===== src/rtl/regfile_wb_queue_pkg.sv =====
// Shared register-file definitions: widths, the zero register and the writeback entry type.
// Used by the writeback queue, the RegisterFile bench and the hazard logic.
package regfile_pkg;

  localparam int REG_W    = 4;
  localparam int DATA_W   = 16;
  localparam int NUM_REGS = 16;
  localparam logic [REG_W-1:0] ZERO_REG = '0;

  typedef struct packed {
    logic [REG_W-1:0]  dst_reg;
    logic [DATA_W-1:0] data;
  } wb_entry_t;

  function automatic logic is_zero_reg(input logic [REG_W-1:0] r);
    return r == ZERO_REG;
  endfunction

endpackage


===== src/rtl/regfile_wb_queue_if.sv =====
// Writeback request handshake from the execute/memory stages into the writeback queue.
interface regfile_wb_queue_if;

  logic                         req_valid;
  logic                         req_ready;
  logic [regfile_pkg::REG_W-1:0]  req_reg;
  logic [regfile_pkg::DATA_W-1:0] req_data;

  modport master (output req_valid, output req_reg, output req_data, input req_ready);
  modport slave  (input req_valid, input req_reg, input req_data, output req_ready);

endinterface


===== src/rtl/regfile_wb_queue_fwd_match.sv =====
// Forwarding match for one RF read port: entries arrive oldest-first, so the last hit wins
// and the youngest pending write to the register is returned.
module wb_fwd_match
  import regfile_pkg::*;
#(
  parameter int DEPTH = 4
) (
  input  wb_entry_t [DEPTH-1:0] entries,
  input  logic      [DEPTH-1:0] occupied,
  input  logic      [REG_W-1:0] src_reg,
  output logic                  hit,
  output logic     [DATA_W-1:0] data
);

  always_comb begin
    hit  = 1'b0;
    data = '0;
    if (!is_zero_reg(src_reg)) begin
      for (int i = 0; i < DEPTH; i++) begin
        if (occupied[i] && entries[i].dst_reg == src_reg) begin
          hit  = 1'b1;
          data = entries[i].data;
        end
      end
    end
  end

endmodule


===== src/rtl/regfile_wb_queue.sv =====
// Writeback queue in front of the register file: buffers requests, drains one per cycle
// onto the RF write port and forwards pending data to both RF read ports.
module regfile_wb_queue
  import regfile_pkg::*;
#(
  parameter int DEPTH = 4
) (
  input  logic                      clk,
  input  logic                      rst,
  regfile_wb_queue_if.slave         req,
  input  logic                      wb_en,
  output logic [REG_W-1:0]          DstReg,
  output logic                      WriteReg,
  output logic [DATA_W-1:0]         DstData,
  input  logic [REG_W-1:0]          SrcReg1,
  input  logic [REG_W-1:0]          SrcReg2,
  output logic                      fwd1_hit,
  output logic [DATA_W-1:0]         fwd1_data,
  output logic                      fwd2_hit,
  output logic [DATA_W-1:0]         fwd2_data,
  output logic [$clog2(DEPTH):0]    count,
  output logic                      empty
);

  localparam int PTR_W   = $clog2(DEPTH);
  localparam int COUNT_W = PTR_W + 1;

  wb_entry_t [DEPTH-1:0] mem_q, mem_d;
  logic [PTR_W-1:0]      rd_ptr_q, rd_ptr_d;
  logic [PTR_W-1:0]      wr_ptr_q, wr_ptr_d;
  logic [COUNT_W-1:0]    count_q, count_d;

  logic full;
  logic ready;
  logic enq;
  logic deq;

  wb_entry_t [DEPTH-1:0] age_entries;
  logic      [DEPTH-1:0] age_occupied;

  // Ready comes only from registered occupancy; R0 requests handshake but are dropped.
  always_comb begin
    full  = (count_q == COUNT_W'(DEPTH));
    ready = ~full;
    empty = (count_q == '0);
    deq   = ~empty & wb_en;
    enq   = req.req_valid & ready & ~is_zero_reg(req.req_reg);

    mem_d    = mem_q;
    rd_ptr_d = rd_ptr_q;
    wr_ptr_d = wr_ptr_q;
    count_d  = count_q;

    if (enq) begin
      mem_d[wr_ptr_q] = '{dst_reg: req.req_reg, data: req.req_data};
      wr_ptr_d        = wr_ptr_q + PTR_W'(1);
    end
    if (deq) begin
      rd_ptr_d = rd_ptr_q + PTR_W'(1);
    end
    if (enq && !deq) begin
      count_d = count_q + COUNT_W'(1);
    end else if (!enq && deq) begin
      count_d = count_q - COUNT_W'(1);
    end
  end

  always_ff @(posedge clk or posedge rst) begin
    if (rst) begin
      mem_q    <= '0;
      rd_ptr_q <= '0;
      wr_ptr_q <= '0;
      count_q  <= '0;
    end else begin
      mem_q    <= mem_d;
      rd_ptr_q <= rd_ptr_d;
      wr_ptr_q <= wr_ptr_d;
      count_q  <= count_d;
    end
  end

  // Present the queue oldest-first so the matchers need no knowledge of the pointers.
  always_comb begin
    for (int i = 0; i < DEPTH; i++) begin
      age_entries[i]  = mem_q[rd_ptr_q + PTR_W'(i)];
      age_occupied[i] = (COUNT_W'(i) < count_q);
    end
  end

  wb_fwd_match #(.DEPTH(DEPTH)) u_fwd1 (
    .entries  (age_entries),
    .occupied (age_occupied),
    .src_reg  (SrcReg1),
    .hit      (fwd1_hit),
    .data     (fwd1_data)
  );

  wb_fwd_match #(.DEPTH(DEPTH)) u_fwd2 (
    .entries  (age_entries),
    .occupied (age_occupied),
    .src_reg  (SrcReg2),
    .hit      (fwd2_hit),
    .data     (fwd2_data)
  );

  assign req.req_ready = ready;
  assign WriteReg      = deq;
  assign DstReg        = mem_q[rd_ptr_q].dst_reg;
  assign DstData       = mem_q[rd_ptr_q].data;
  assign count         = count_q;

endmodule


===== src/flat_wrapper.sv =====
// flat-port wrapper written by rule: the top's interface ports become plain ports
module regfile_wb_queue_flat import regfile_pkg::*;
#(
  parameter int DEPTH = 4
)
  (clk, rst, wb_en, DstReg, WriteReg, DstData, SrcReg1, SrcReg2, fwd1_hit, fwd1_data, fwd2_hit, fwd2_data, count, empty, req_req_valid, req_req_reg, req_req_data, req_req_ready);
  regfile_wb_queue_if req_i ();
  input  logic clk;
  input  logic rst;
  input  logic wb_en;
  output logic [REG_W-1:0] DstReg;
  output logic WriteReg;
  output logic [DATA_W-1:0] DstData;
  input  logic [REG_W-1:0] SrcReg1;
  input  logic [REG_W-1:0] SrcReg2;
  output logic fwd1_hit;
  output logic [DATA_W-1:0] fwd1_data;
  output logic fwd2_hit;
  output logic [DATA_W-1:0] fwd2_data;
  output logic [$clog2(DEPTH):0] count;
  output logic empty;
  input wire logic [$bits(req_i.req_valid)-1:0] req_req_valid;
  input wire logic [$bits(req_i.req_reg)-1:0] req_req_reg;
  input wire logic [$bits(req_i.req_data)-1:0] req_req_data;
  output wire logic [$bits(req_i.req_ready)-1:0] req_req_ready;
  assign req_i.req_valid = req_req_valid;
  assign req_i.req_reg = req_req_reg;
  assign req_i.req_data = req_req_data;
  assign req_req_ready = req_i.req_ready;
  regfile_wb_queue #(.DEPTH(DEPTH)) u_core (.clk(clk), .rst(rst), .req(req_i), .wb_en(wb_en), .DstReg(DstReg), .WriteReg(WriteReg), .DstData(DstData), .SrcReg1(SrcReg1), .SrcReg2(SrcReg2), .fwd1_hit(fwd1_hit), .fwd1_data(fwd1_data), .fwd2_hit(fwd2_hit), .fwd2_data(fwd2_data), .count(count), .empty(empty));
endmodule

===== config.mk =====
export PLATFORM = sky130hd
export DESIGN_NAME = regfile_wb_queue_flat
export DESIGN_NICKNAME = d
export VERILOG_FILES = /design/src/rtl/regfile_wb_queue_pkg.sv /design/src/rtl/regfile_wb_queue_if.sv /design/src/rtl/regfile_wb_queue_fwd_match.sv /design/src/rtl/regfile_wb_queue.sv /design/src/flat_wrapper.sv
export SDC_FILE = /design/constraint.sdc
export NUM_CORES = 1
export LEC_CHECK = 0
export ABC_CLOCK_PERIOD_IN_PS = 3800
export BUFFER_PORTS_ARGS = -buffer_cell sky130_fd_sc_hd__buf_2
export CORE_UTILIZATION = 40
export DETAILED_ROUTE_END_ITERATION = 8
export PLACE_DENSITY_LB_ADDON = 0.2
export SLEW_MARGIN = 15
export SYNTH_ARGS = -nofsm -noshare
export SYNTH_HDL_FRONTEND = slang
export SYNTH_HIERARCHICAL = 1
export SYNTH_SLANG_ARGS = --single-unit

===== constraint.sdc =====
create_clock -name clk -period 3.8 [get_ports clk]
set_clock_uncertainty 0.2 [all_clocks]
set_input_delay 0.38 -clock clk [delete_from_list [all_inputs] [get_ports clk]]
set_output_delay 0.38 -clock clk [all_outputs]
set_load 0.05 [all_outputs]

==> results of run 1 <==
layer usage:
metal	part of all wire	global-route usage	vias up
met5	0	0	-
met4	0.025	0.103	0
met3	0.063	0.0431	44
met2	0.50	0.393	275
met1	0.41	0.307	3130
li1	-	-	2570
through the flow:
stage | cell area (um^2) | hold slack, ns | TNS (ns) | utilization
final | 9090 | 0.0933 | 0 | 0.469
after floorplan | 8160 | 0.298 | 0 | -
after global placement | 8630 | 0.112 | 0 | 0.445
after global routing | 9090 | 0.0928 | -0.00352 | 0.469
after detailed placement | 8630 | 0.113 | 0 | 0.445
after CTS | 8990 | 0.0867 | 0 | 0.463
registers in the layout (all words and copies together) (netlist names):
signal / count
u_core/mem_q: 80
u_core/wr_ptr_q: 2
u_core/rd_ptr_q: 2
u_core/count: 3
repair_timing:
item                                   CTS  global route
gates resized for setup                  4            30
setup endpoints to repair               13            33
endpoints found under the hold margin   12             0
pin swaps                                0             3
hold buffers                             1             0
buffers inserted                         4             6
gates cloned                             0             0
path summary, 6_finish.rpt:
check / start / endpoint / slack (ns) / cells past startpoint
worst max-delay path: u_core/rd_ptr_q[1]$_DFFE_PP0P_ / fwd2_data[14] / 0.06 / 8
min in group asynchronous: rst / u_core/mem_q[12]$_DFFE_PP0P_ / 0.27 / 3
max in group asynchronous: rst / u_core/mem_q[61]$_DFFE_PP0P_ / 2.24 / 4
worst min register to register: u_core/wr_ptr_q[0]$_DFFE_PP0P_ / u_core/wr_ptr_q[0]$_DFFE_PP0P_ / 0.34 / 1
worst min-delay path: req_req_data[7] / u_core/mem_q[67]$_DFFE_PP0P_ / 0.09 / 2
worst max register to register: u_core/count[0]$_DFFE_PP0P_ / u_core/mem_q[41]$_DFFE_PP0P_ / 1.21 / 5
cells by family after synthesis:
group / share of synthesized area
mux: 0.383
buf+inv: 0.0975
compound gates: 0.123
simple gates: 0.0803
flops: 0.275
xor+xnor: 0.0288
fa+ha+maj: 0.0127
cell usage in the layout (no fill, tap or decap), types with 3 or more instances in the layout:
cell type	count
a311oi_1	13
a311oi_2	19
buf_12	6
buf_2	73
buf_4	37
buf_6	4
clkbuf_16	9
clkbuf_4	5
dfrtp_1	85
ha_1	8
inv_1	45
mux2_4	80
mux4_2	80
nand2_1	36
nand2b_1	5
nand3_1	5
nand3_4	4
nor2b_1	4
nor3_1	4
nor4_1	32
o21ai_0	35
o32ai_2	32
or3_1	3
xnor2_1	8
xor2_1	18
area by class of cell:
cell class,instances,area (um^2),area share
Timing Repair Buffer,126,856,0.0941
Multi-Input combinational cell,411,5230,0.575
Sequential cell,87,2180,0.240
Antenna cell,1,2.50,0.000275
Clock inverter,6,68.8,0.00757
Clock buffer,10,239,0.0263
Tap cell,265,332,0.0365
Inverter,48,181,0.0200
==> run metrics, run 1 <==
Final Cycle Share=0.984; HP Class=input port to register; Cells after Synth=629; Seq cells post-synth=87; Crit. End Element=output port; initial antenna violation count=1; Tmin final=3.74 ns; crit path cell chain=clkbuf_4 -> mux4_2 -> a221o_1 -> or3_1 -> buf_4 -> a311oi_1 -> o32ai_2 -> buf_4; synth top area cells=dfrtp_1, mux4_2, mux2_4; Sinks on Clock Net=between 80 and 90; crit path kind=register to output port; Max Freq=267 MHz; MaxCap Viol Count=0; First-pass DRT Iterations=5; Routed Antenna Nets=0; number of vias per cell=6.31; max-slew violations=0; via count=6019; die area=20300 um^2; Crit path max-delay family=compound AO/OA/AOI/OAI gates; dpl ws=roughly 0.34 ns; CP max stage cell=dfrtp_4; Main synth FF type=dfrtp_1; Ys Warns=6; Synthesized Nets=around 670; first-pass GRT wire length=36300 um; syn avg cell area=12.6 um^2; drt wl/cell=24.5 um; Placed Cells=926; # DRC=0; final RePlAce weighted congestion=0.806; Critical Path Max Stage Delay=0.54 ns; final worst slack=0.0616 ns; layout cells sized above 1=0.542; Die Wd=between 100 and 150 um; WP buf/inv=3; CP arrival=3.16 ns; Final #Nets=723; io pins=92; worst-path maximum fanout=17; sequential area share after synthesis=0.275; fin cells=954; htree depth=3; clk buf depth=2; Num CTS Buffers=9; CP required=approximately 3.2 ns; asr flop ratio synth=1.00; total core area=a little under 20000 um^2; cell accounting for the most synthesized area=dfrtp_1; Die Ht=143 um; worst-margin pin slew=0.864 ns; Worst-path clk slew=0.07 ns; FP Rows=51; synthesized area=7900 um^2; Hold Vio Cnt, Final=0; Layout fillers=1802; status=complete, no violations; total track usage=0.239; library cells used by synthesis=40; number of global-route vias before repair=6229; worst-skew pair later-pin latency=0.36 ns; Post-synth EDFFs=0; grt ovf=0; Root Buffer Master=clkbuf_16; top cell type's share of synthesized area=0.275; WL final=23400 um; DR iter-0 viols=463; PortBufs=slightly above 90; CTS tree=done; startpoint types=register; count leader, synth=dfrtp_1; P&R area growth vs syn=15.0%; most frequent cells after synthesis=dfrtp_1, mux2_4, mux4_2, inv_1, nand2_1; initial core utilization=0.407; Finish-stage setup viols=0; post-DP HPWL=~16000 um; largest net degree at the start of global routing=45; cell repeated most along the worst path=buf_4; Slew headroom=0.424
Power of run 1 is not shown: default switching activity piles up to over one toggle a cycle in this logic, so the estimate is an artifact.
==> run 2: changes to the inputs <==
CELL_PAD_IN_SITES_DETAIL_PLACEMENT = 0   (was default)
CELL_PAD_IN_SITES_GLOBAL_PLACEMENT = 1   (was default)
==> run metrics, run 2 (synthesis gave the netlist of run 1 again) <==
crit path cell chain=mux4_2 -> nor2b_1 -> a221o_2 -> buf_4 -> nor4_1 -> a311oi_4 -> o32ai_2 -> clkbuf_4; number of global-route vias before repair=5771; htree depth=3; Num CTS Buffers=9; design area=9430 um^2; grt ovf=0; dpl cell area=8630 um^2; final RePlAce weighted congestion=0.849; Routed Antenna Nets=0; Worst-path clk slew=0.07 ns; max-slew violations=0; worst-margin pin slew=0.844 ns; worst-path maximum fanout=9; Setup TNS Final=0 ns; initial antenna violation count=0; Layout fillers=around 1700; DR iter-0 viols=around 460; FF-to-FF Start=u_core/count[1]$_DFFE_PP0P_; storage element area=2180 um^2; Die Wd=around 140 um; HP Class=input port to asynchronous set/reset pin; RSZ-0062 raised after global routing=true; WL final=23900 um; Crit. End Element=output port; post-DP HPWL=16800 um; # DRC=0; Root Buffer Master=clkbuf_16; Die Ht=143 um; Final #Nets=roughly 730; total track usage=0.240; Slew headroom=0.438; Setup crit start=u_core/rd_ptr_q[0]$_DFFE_PP0P_; CP arrival=3.20 ns; PortBufs=91; CP required=3.22 ns; Biggest register=u_core/mem_q; die area=20300 um^2; flip-flop count of the largest register after layout=80; Sinks on Clock Net=87; CTS tree=done; status=complete, no violations; Max Freq=265 MHz; commonest non-fill, non-tap cell in the layout=dfrtp_1; Post-CTS Hold Fix Bufs=0; Finish-stage setup viols=0; MaxCap Viol Count=0; First-pass DRT Iterations=5; CP max stage cell=mux4_2; clk buf depth=2; first-pass GRT wire length=36200 um; Hold Vio Cnt, Final=0; P&R area growth vs syn=19.3%; Critical Path Max Stage Delay=0.57 ns; Final Cycle Share=0.994; io pins=92; largest net degree at the start of global routing=65; initial core utilization=0.407; layout cells sized above 1=0.580; number of vias per cell=6.27; total core area=just under 20000 um^2; Antenna diodes=0; FP Rows=51; Multi-input gate area=~5400 um^2; worst-skew pair later-pin latency=approximately 0.34 ns; crit path kind=register to output port; startpoint types=register; most frequent cells in the layout=dfrtp_1, mux2_4, mux4_2; drt wl/cell=24.8 um; Tmin final=3.78 ns; via count=between 6000 and 7000
==> run 2: cell types whose count changed in the layout (fill, tap and decap cells not counted), moves of 3 or more <==
cell and delta:
buf_4 +15, buf_2 -13, a311oi_1 -12, buf_6 +8
a311oi_2 +7, a311oi_4 +5, nor4_1 -3, nor4_2 +3
==> run 2: worst paths after layout <==
kind / slack [ns] / cells after the start / end
min: 0.005 / 2 / u_core/mem_q[69]$_DFFE_PP0P_
min in group clk: 0.11 / 2 / u_core/mem_q[33]$_DFFE_PP0P_
max: 0.02 / 8 / fwd2_data[7]
min reg2reg: 0.36 / 1 / u_core/wr_ptr_q[0]$_DFFE_PP0P_
max in group asynchronous: 2.52 / 3 / u_core/mem_q[31]$_DFFE_PP0P_
max reg2reg: 1.34 / 5 / u_core/mem_q[10]$_DFFE_PP0P_
==> run 2: final cells by class <==
class                      count  area share
multi-input combinational    411       0.573
sequential                    87       0.232
timing repair buffer         136       0.108
tap                          265      0.0352
clock buffer                  11      0.0268
inverter                      48      0.0194
clock inverter                 5     0.00663
==> run 2: per-layer routing <==
| layer | track usage | part of all wire | wire (um) | vias to the layer above |
|---|---|---|---|---|
| met1 | 0.357 | 0.46 | 10900 | 3134 |
| li1 | - | - | - | 2591 |
| met3 | 0.0481 | 0.073 | 1750 | 27 |
| met2 | 0.357 | 0.46 | 10900 | 283 |
| met5 | 0 | 0 | 0 | - |
| met4 | 0.0560 | 0.014 | 326 | 0 |
==> run 2: worst max-delay path, delay by kind of cell (launching register included) <==
| kind | cells | cell delay, ns |
|---|---|---|
| buffers and inverters | 2 | 0.48 |
| AOI/OAI and AO/OA | 3 | 0.72 |
| muxes | 1 | 0.57 |
| and+or+nand+nor | 2 | 0.57 |
| DFF | 1 | 0.50 |
==> run 2: timing repair <==
action                                  in CTS  in global routing
cloned                                       0                  2
pin swaps                                    2                 11
resized for setup                           17                 80
buffers inserted                             8                  7
endpoints found under the setup margin      34                 33
==> run 2: through the flow <==
step                      instances  setup slack [ns]  hold slack [ns]  utilization
after floorplan                 629            0.0300            0.298            -
after global placement          930             0.256            0.334        0.445
after detailed placement        930             0.202            0.343        0.445
after CTS                       954           0.00600            0.103        0.468
after global routing            963           -0.0505           0.0682        0.486
final                           963            0.0225          0.00523        0.486
Power of run 2 is left out for the same reason.
